<file path="src/rtl/logic_unit_arbiter.sv">
// Round-robin arbiter sharing one bitwise logic unit (AND/NAND/OR/NOR/NOT/XOR/XNOR) among NREQ requesters.
// Optional LU_ILLEGAL_OP_ERR_EN adds rsp_err, flagging the reserved opcode 7.
module logic_unit_arbiter #(
  parameter int NREQ  = 4,
  parameter int WIDTH = 8,
  parameter int IDW   = 2
) (
  input  logic                  clk,
  input  logic                  rst,
  input  logic [NREQ-1:0]       req_valid,
  output logic [NREQ-1:0]       req_ready,
  input  logic [NREQ*WIDTH-1:0] req_a,
  input  logic [NREQ*WIDTH-1:0] req_b,
  input  logic [NREQ*3-1:0]     req_op,
  output logic                  rsp_valid,
  input  logic                  rsp_ready,
  output logic [IDW-1:0]        rsp_id,
  output logic [WIDTH-1:0]      rsp_data,
  output logic                  busy
`ifdef LU_ILLEGAL_OP_ERR_EN
  ,
  output logic                  rsp_err
`endif
);

  typedef enum logic [1:0] {IDLE, EXEC, RESP} state_t;

  state_t           state_reg, state_next;
  logic [IDW-1:0]   last_reg;
  logic [IDW-1:0]   id_reg;
  logic [WIDTH-1:0] a_reg, b_reg;
  logic [2:0]       op_reg;
  logic             rsp_valid_reg;
  logic [IDW-1:0]   rsp_id_reg;
  logic [WIDTH-1:0] rsp_data_reg;

  logic [WIDTH-1:0] a_arr  [NREQ];
  logic [WIDTH-1:0] b_arr  [NREQ];
  logic [2:0]       op_arr [NREQ];

  genvar gi;
  generate
    for (gi = 0; gi < NREQ; gi++) begin : g_unpack
      assign a_arr[gi]  = req_a[gi*WIDTH +: WIDTH];
      assign b_arr[gi]  = req_b[gi*WIDTH +: WIDTH];
      assign op_arr[gi] = req_op[gi*3 +: 3];
    end
  endgenerate

  function automatic logic [WIDTH-1:0] lu_func(input logic [2:0] op,
                                               input logic [WIDTH-1:0] a,
                                               input logic [WIDTH-1:0] b);
    case (op)
      3'd0:    return a & b;
      3'd1:    return ~(a & b);
      3'd2:    return a | b;
      3'd3:    return ~(a | b);
      3'd4:    return ~a;
      3'd5:    return a ^ b;
      3'd6:    return ~(a ^ b);
      default: return '0;
    endcase
  endfunction

  // Scan starts one past the last winner so every requester gets a turn.
  logic           grant_found;
  logic [IDW-1:0] grant_idx;
  always_comb begin
    int idx;
    logic [IDW-1:0] cand;
    idx         = 0;
    cand        = '0;
    grant_found = 1'b0;
    grant_idx   = '0;
    for (int k = 1; k <= NREQ; k++) begin
      idx  = (int'(last_reg) + k) % NREQ;
      cand = IDW'(idx);
      if (!grant_found && req_valid[cand]) begin
        grant_found = 1'b1;
        grant_idx   = cand;
      end
    end
  end

  always_comb begin
    state_next = state_reg;
    req_ready  = '0;
    case (state_reg)
      IDLE: begin
        if (grant_found) begin
          req_ready[grant_idx] = 1'b1;
          state_next           = EXEC;
        end
      end
      EXEC:    state_next = RESP;
      RESP:    if (rsp_ready) state_next = IDLE;
      default: state_next = IDLE;
    endcase
  end

`ifdef LU_ILLEGAL_OP_ERR_EN
  logic err_reg;
`endif

  always_ff @(posedge clk) begin
    if (rst) begin
      state_reg     <= IDLE;
      last_reg      <= IDW'(NREQ - 1);
      id_reg        <= '0;
      a_reg         <= '0;
      b_reg         <= '0;
      op_reg        <= '0;
      rsp_valid_reg <= 1'b0;
      rsp_id_reg    <= '0;
      rsp_data_reg  <= '0;
`ifdef LU_ILLEGAL_OP_ERR_EN
      err_reg       <= 1'b0;
`endif
    end else begin
      state_reg <= state_next;
      case (state_reg)
        IDLE: begin
          if (grant_found) begin
            a_reg    <= a_arr[grant_idx];
            b_reg    <= b_arr[grant_idx];
            op_reg   <= op_arr[grant_idx];
            id_reg   <= grant_idx;
            last_reg <= grant_idx;
          end
        end
        EXEC: begin
          rsp_data_reg  <= lu_func(op_reg, a_reg, b_reg);
          rsp_id_reg    <= id_reg;
          rsp_valid_reg <= 1'b1;
`ifdef LU_ILLEGAL_OP_ERR_EN
          err_reg       <= (op_reg == 3'd7);
`endif
        end
        RESP: begin
          if (rsp_ready) rsp_valid_reg <= 1'b0;
        end
        default: ;
      endcase
    end
  end

  assign rsp_valid = rsp_valid_reg;
  assign rsp_id    = rsp_id_reg;
  assign rsp_data  = rsp_data_reg;
  assign busy      = (state_reg != IDLE);
`ifdef LU_ILLEGAL_OP_ERR_EN
  assign rsp_err   = err_reg;
`endif

endmodule

</file>
<file path="config.mk">
export PLATFORM = sky130hd
export DESIGN_NAME = logic_unit_arbiter
export DESIGN_NICKNAME = d
export VERILOG_FILES = /design/src/rtl/logic_unit_arbiter.sv
export SDC_FILE = /design/constraint.sdc
export NUM_CORES = 1
export LEC_CHECK = 0
export BUFFER_PORTS_ARGS = -buffer_cell sky130_fd_sc_hd__clkbuf_2
export CORE_MARGIN = 8
export CORE_UTILIZATION = 45
export DETAILED_ROUTE_END_ITERATION = 16
export PLACE_DENSITY_LB_ADDON = 0.12
export SETUP_SLACK_MARGIN = 0.02
export SKIP_CTS_REPAIR_TIMING = 1
export SLEW_MARGIN = 20
export SYNTH_ARGS = -nofsm -noshare
export SYNTH_HDL_FRONTEND = slang
export SYNTH_SLANG_ARGS = --single-unit
</file>
<file path="constraint.sdc">
create_clock -name clk -period 1.6 [get_ports clk]
set_input_delay 0.32 -clock clk [delete_from_list [all_inputs] [get_ports clk]]
set_output_delay 0.32 -clock clk [all_outputs]
set_load 0.05 [all_outputs]
</file>
# After elaboration in Yosys (flattened, before gate mapping)
# Index checks and enable logic that the tools add are counted.
[op_classes]
addsub = 4
order_cmp = 7
eq_ne = 10
n_mux = 35
bitwise = 8
n_reduce_logical = 14
[ops]
columns = ["operator", "n"]
rows = [
  ["$pmux 8 s7", 1],
  ["$bmux 8 s2", 2],
  ["$mux 8", 4],
  ["$not 8->8", 4],
  ["$lt 2x3->1 const B", 5],
  ["$mux 2", 6],
  ["$mux 1", 10],
  ["$eq 3x3->1 const B", 3],
  ["$and 8x8->8", 1],
  ["$bmux 1 s2", 4],
  ["$mux 4", 2],
  ["$or 8x8->8", 1],
  ["$xor 8x8->8", 1],
  ["$bmux 3 s2", 1],
  ["$eq 3x2->1 const B", 2],
  ["$mux 3", 2],
  ["$pmux 2 s3", 1],
  ["$reduce_and 2->1", 3],
  ["$add 2x1->2 const B", 2],
  ["$add 2x2->2 const B", 2],
  ["$logic_and 1x1->1", 4],
  ["$ne 2x2->1 const B", 2],
  ["$reduce_bool 2->1", 2],
  ["$eq 3x1->1 const B", 1],
  ["other kinds (10)", 12],
]
[totals]
regBits = 36
inputBits = 83
out_inout_bits = 16

# Depth between registers and ports, before layout
# Gate-level depths: netlist of the first run.
[depth]
word_depth = 19
mapped_depth = 8
ltp_nobuf = 7

# Least setup slack after synthesis of the first run
# Ideal clock, no wire load.
[synth_timing]
path_type = "reg2out"
from = "reg state_reg[1]"
to = "out req_ready[3]"
t_arrival_ns = 2.295
required_ns = 1.280
setup_slack_ns = -1.015
stages_incl_launch_ff = 5
n_path_buf = 1
cell_sequence = "dfxtp_1 > or2_1 > a21o_1 > clkbuf_1 > nor3_1"
[synth_via]
elab_chain_cells = 2
[synth_rtl]
columns = ["element", "line_no", "text"]
rows = [
  ["from (decl)", "28", "state_t state_reg, state_next;"],
  ["from (signal assigned)", "120", "state_reg <= state_next;"],
  ["$logic_not 2->1", "88", "case (state_reg)"],
  ["$mux 4", "88", ""],
  ["to (decl)", "11", "output logic [NREQ-1:0] req_ready,"],
]
# Every way passes these cells.

# Worst setup path after layout of the first run
[layout_timing]
from = "reg last_reg[0]"
to = "out req_ready[3]"
[layout_via]
elab_chain_cells = 19
[layout_rtl]
columns = ["element", "line_no", "text"]
rows = [
  ["from (decl)", "29", "logic [IDW-1:0] last_reg;"],
  ["from (signal assigned)", "108", "last_reg <= IDW'(NREQ - 1);"],
  ["from (signal assigned)", "128", "last_reg <= grant_idx;"],
  ["$add 2x1->2", "76", "idx = (int'(last_reg) + k) % NREQ;"],
  ["$bmux 1 s2", "78", "if (!grant_found && req_valid[cand]) begin"],
  ["$mux 1 (implied by the code)", "78", ""],
  ["$mux 1", "78", ""],
  ["$logic_not 1->1", "78", ""],
  ["$logic_and 1x1->1", "78", ""],
  ["$mux 1", "78", ""],
  ["$logic_not 1->1", "78", ""],
  ["[... 3 more ...]", "-", ""],
  ["$logic_and 1x1->1", "78", ""],
  ["$mux 2", "78", ""],
  ["$lt 2x3->1 (implied by the code) / $ge 2x1->1 (equally long branches)", "91", "req_ready[grant_idx] = 1'b1;"],
  ["$logic_and 1x1->1 (implied by the code)", "91", ""],
  ["$mux 1 (implied by the code)", "91", ""],
  ["$demux 1 s2", "91", ""],
  ["$mux 4 *", "90", "if (grant_found) begin"],
  ["$mux 4 *", "88", ""],
]
# Every way passes the cells marked *; elsewhere a longest branch is shown, timed or not. The select of a mux whose other input is x is not followed.

==> qor.yml, run 1 <==
status: "finished, violations left"
violations: "negative setup slack"
rsz0062_at_grt: "true"
dieHeight_um: 93.3
cts_tree: "built"
multi_input_area_sq_mm: 0.00188
syn-cell-area_sq_mm: 0.00269
path_buf_inv: 2
power.leakage_nw: 1.81
pin_count: 99
cp_max_fo: 4
routed_wl_mm: 7.57
antenna_found_initial: 0
startpoint_type: "flip-flop"
syn-num-nets: 426
yosysWarnings: 0
grt_first_pass_wirelength_mm: 12.1
final-setup-viol-count: 7
worst_r2r_endpoint: "id_reg[0]"
p_per_area_mw_per_mm2: 1100
worstHoldStart: "rst"
synth.area.top_cells: "dfxtp_1 27%, mux2i_1 13%, a211oi_1 11%"
via_per_inst: 5.31
final_cells: 510
drive_gt1_share_pct: 39.8
worstReg2RegStart: "state_reg[1]"
dp_hpwl_mm: 5.90
peakVddDrop_mv: 0.536
synth_common_cells: "40 x a211oi_1, 36 x dfxtp_1, 36 x mux2i_1"
synth_top_cell_by_area: "dfxtp_1"
wl_per_cell_um: 14.8
crit_chain: "nand2b_4 -> a21o_1 -> nand2_4 -> a21oi_4 -> buf_6 -> nor3_4 -> buf_12"
cts_sinks: 36
dp_cells: 498
fp-row-count: 28
h-tree-depth: 2
hold_class: "in2reg"
yosysSeqAreaShare_pct: 26.8
crit_family: "simple AND/OR/NAND/NOR gates"
synth_enable_flop_cells: 0
overflow: 0
layout_setup_ws_ns: -0.340
die-area_sq_mm: 0.00870
yosysMostFrequentCell: "a211oi_1"
hold_violations: 0
drv_cap: 0
port-buffer-count: 98
drtIter0Drc: 54
syn_inst: 327
die_x_um: 93.3
relSlewSlack_pct: 57.5
drt_first_pass_iters: 6
route.detailed.drc: 0
place.gp.congestion: 0.804
ant_nets: 0
regArea_sq_um: 728
vias: 2710
cts_inserted_buffers: 5
nNetsFinal: 533
grt_max_degree: 35
min_path_cells: 2
end_kind: "primary output"
core_sq_mm: 0.00585
area_growth_pct: 41.6
synth_top_area_share_pct: 26.8
avgSynthCellArea_sq_um: 8.22
async_flop_share_pct: 0
fin_crit_ns: 1.94
worst_pin_slew_ns: 0.637
clk_latency_ns: 0.29
drv_slew: 0
grt_pass1_vias: 2718
hold_end: "state_reg[0]"
slowest_stage: "dfxtp_4"
n_antenna_cell: 0
required_ns: 1.28
slowest_delay_ns: 0.37
synth.distinct_cells: 38
rrSetupSlack_ns: -0.05
start_util_pct: 45.9
synth_ff_type: "dfxtp_1"
fin_crit_sh_pct: 121
cts_max_path_buffers: 2
cts_root_buf: "clkbuf_8"
ys_ff_latch: 36
fin_setup_tns_ns: -1.33
crit_type: "reg2out"
fill_cells: 518
max_freq_mhz: 515
finClkSkew_ns: 0.0131
r2r_cells: 6
clk_pin_slew_ns: 0.08
grtUsageTotal_pct: 16.9
cp.arrival_ns: 1.62
## through the flow
step / setup slack [ns] / cell area, sq um / utilization [%] / hold WS [ns] / power (W)
floorplan: -0.203 / 2790 / - / 0.457 / 0.00246
global placement: -0.159 / 3500 / 59.9 / 0.479 / 0.00293
detailed placement: -0.223 / 3500 / 59.9 / 0.486 / 0.00298
CTS: -0.414 / 3660 / 62.6 / 0.255 / 0.00412
global route: -0.413 / 3800 / 65.0 / 0.250 / 0.00446
finish: -0.340 / 3800 / 65.0 / 0.263 / 0.00419
## worst max path at each step
stage               depth (start not counted)            to  slack (ns)         start
finish                                      7  req_ready[3]       -0.34   last_reg[0]
global route                                7  req_ready[3]       -0.41   last_reg[0]
CTS                                         7  req_ready[3]       -0.41   last_reg[0]
detailed placement                          7      b_reg[4]       -0.22  req_valid[1]
global placement                            7      a_reg[5]       -0.16  req_valid[1]
floorplan                                   4  req_ready[3]       -0.20  state_reg[0]
## final cells by class
| type | count | area share [%] |
|---|---|---|
| multi-input cells | 234 | 49.5 |
| repair buffers | 128 | 21.8 |
| flip-flops and latches | 36 | 19.1 |
| inverters | 29 | 2.86 |
| well taps | 75 | 2.47 |
| clock inverters | 3 | 2.37 |
| clock buffers | 5 | 1.81 |
## cells by family after synthesis
| family | synth area share, % |
|---|---|
| AOI/OAI and AO/OA | 30.1 |
| adders and majority gates | 7.45 |
| buffers and inverters | 9.36 |
| DFF | 26.8 |
| muxes | 13.4 |
| and+or+nand+nor | 12.9 |
## metal layers
metal  routed length [um]  vias up  track usage [%]
met5                    0        -                0
met4                  153        0             5.77
met3                  476       12             4.73
met2                 3480       82             28.4
met1                 3460     1213             20.1
li1                     -     1403                -
## where the power goes
group / internal, W / total [W] / switching (W)
clock: 0.000780 / 0.00112 / 0.000344
combinational: 0.000867 / 0.00189 / 0.00102
sequential: 0.00104 / 0.00117 / 0.000131
total: 0.00269 / 0.00419 / 0.00150
## cells in the final DEF (no fill, tap or decap), drive strengths merged, types with 8 or more instances in the layout
master and n:
nor2 28, buf 35, nand2 12, a31oi 12, ha 16, inv 29
a21oi 12, clkbuf 98, a21o 11, dfxtp 36, mux2i 36, o21ai 8
a211oi 41, a211o 8
(Power assumes the default switching activity.)
==> run 2: changes to the inputs <==
==> constraint.sdc (replaced) <==
create_clock -name clk -period 1.6 [get_ports clk]
set_input_delay 0.16 -clock clk [delete_from_list [all_inputs] [get_ports clk]]
set_output_delay 0.16 -clock clk [all_outputs]
set_load 0.05 [all_outputs]
==> qor.yml, run 2 (same netlist as run 1, synthesis figures left out) <==
status: "finished, violations left"
violations: "negative setup slack"
routed_wl_mm: 7.55
port-buffer-count: 98
layout_setup_ws_ns: -0.122
drv_slew: 0
clk_pin_slew_ns: 0.08
pin_count: 99
cts_tree: "built"
drv_cap: 0
cp_max_fo: 4
sw_frac_of_total_pct: 39.9
postLayoutCellArea_sq_mm: 0.00382
grtUsageTotal_pct: 16.2
grt_first_pass_wirelength_mm: 11.7
cts_root_buf: "clkbuf_8"
drive_gt1_share_pct: 41.0
p_per_area_mw_per_mm2: 997
cts_max_path_buffers: 2
worstReg2RegStart: "last_reg[0]"
wl_per_cell_um: 14.5
hold_violations: 0
core_sq_mm: 0.00585
n_antenna_cell: 0
relSlewSlack_pct: 76.5
startpoint_type: "flip-flop"
required_ns: 1.44
slowest_stage: "dfxtp_4"
mostFrequentLayoutCell: "clkbuf_2"
peakVddDrop_mv: 0.475
crit_path_end: "req_ready[0]"
drtIter0Drc: 80
final-setup-viol-count: 8
dp_slack_ns: -0.0431
dp_hpwl_mm: 5.81
cts_sinks: 36
fin_hold_ws_ns: 0.167
path_buf_inv: 1
crit_type: "reg2out"
route.detailed.drc: 0
die-area_sq_mm: 0.00870
worst_pin_slew_ns: 0.352
place.gp.congestion: 0.792
final_cell_mix: "94 x clkbuf_2, 32 x mux2i_1, 32 x dfxtp_1"
grt_pass1_vias: 2712
fin_crit_sh_pct: 108
rsz0062_at_grt: "true"
drt_first_pass_iters: 6
vias: 2754
crit_chain: "nand2b_4 -> a21o_1 -> nand2_2 -> a21oi_4 -> and3_4 -> buf_12"
h-tree-depth: 2
p_switching_w: 0.00152
overflow: 0
cp.arrival_ns: 1.56
via_per_inst: 5.31
fill_cells: 495
max_freq_mhz: 581
intPower_w: 0.00229
rrSetupSlack_ns: -0.03
crit_family: "simple AND/OR/NAND/NOR gates"
fp-row-count: 28
final_util_pct: 65.2
seqPwrFrac_pct: 30.1
finClkSkew_ns: 0.00495
antenna_found_initial: 0
clk_latency_ns: 0.29
hold_class: "in2reg"
crit_cells: 6
cp-startpoint: "last_reg[0]"
nNetsFinal: 542
power.leakage_nw: 1.84
dieHeight_um: 93.3
slowest_delay_ns: 0.36
die_x_um: 93.3
area_growth_pct: 42.1
grt_max_degree: 41
power_frac_comb_pct: 53.0
worst_r2r_endpoint: "b_reg[6]"
r2r_cells: 6
dpl_cell_area_sq_mm: 0.00348
end_kind: "primary output"
cts_inserted_buffers: 5
clock_power_share_pct: 16.9
fin_crit_ns: 1.72
ant_nets: 0
start_util_pct: 45.9
power_w: 0.00380
run 2: cell types whose count changed in the layout (fill, tap and decap cells not counted), moves of 2 or more:
cell,change
clkbuf_16,+2
bufinv_16,-3
buf_6,+2
nor2_2,-2
buf_4,+6
clkinv_2,+2
a211oi_2,+3
a211oi_1,-3
run 2: worst min path at each step:
stage / startpoint / slack, ns / end / cells after the start
2_1_floorplan: req_a[10] / 0.36 / a_reg[2] / 2
3_3_place_gp: req_b[12] / 0.45 / b_reg[4] / 3
3_5_place_dp: req_b[6] / 0.46 / b_reg[6] / 3
4_1_cts: req_a[12] / 0.17 / a_reg[4] / 3
5_1_grt: req_a[12] / 0.17 / a_reg[4] / 3
6_report: req_a[12] / 0.17 / a_reg[4] / 3
run 2: power groups by stage:
stage	combinational, W	clock [W]	sequential (W)
detailed placement	0.00181	0	0.00116
global placement	0.00178	0	0.00116
CTS	0.00182	0.000654	0.00114
global route	0.00222	0.000706	0.00116
finish	0.00202	0.000641	0.00114
floorplan	0.00121	0	0.00125
run 2: area by class of cell:
type,instances,area (sq um),area share (%)
clock buffer,5,68.8,1.80
clock inverter,3,18.8,0.492
inverter,29,109,2.85
multi-input combinational,234,1880,49.2
sequential,36,728,19.1
tap,75,93.8,2.46
timing repair buffer,137,918,24.1
run 2: stage by stage:
step / TNS (ns) / std cells
after CTS: -0.977 / 508
after detailed placement: -0.267 / 500
after global routing: -2.19 / 519
final: -0.493 / 519
after floorplan: -0.477 / 327
after global placement: 0 / 500
run 2: worst reg2reg max path, delay by kind of cell, from the launching register on:
family	cells	cell delay (ns)
flip-flops	1	0.36
multiplexers	1	0.20
AO/OA/AOI/OAI	2	0.28
AND/OR/NAND/NOR	2	0.45
buffers and inverters	1	0.22
run 2: routing by layer:
| metal | global-route usage (%) | part of all wire [%] |
|---|---|---|
| met5 | 0 | 0 |
| met4 | 4.83 | 0.74 |
| met3 | 4.65 | 6.6 |
| met2 | 27.4 | 46 |
| met1 | 19.2 | 46 |
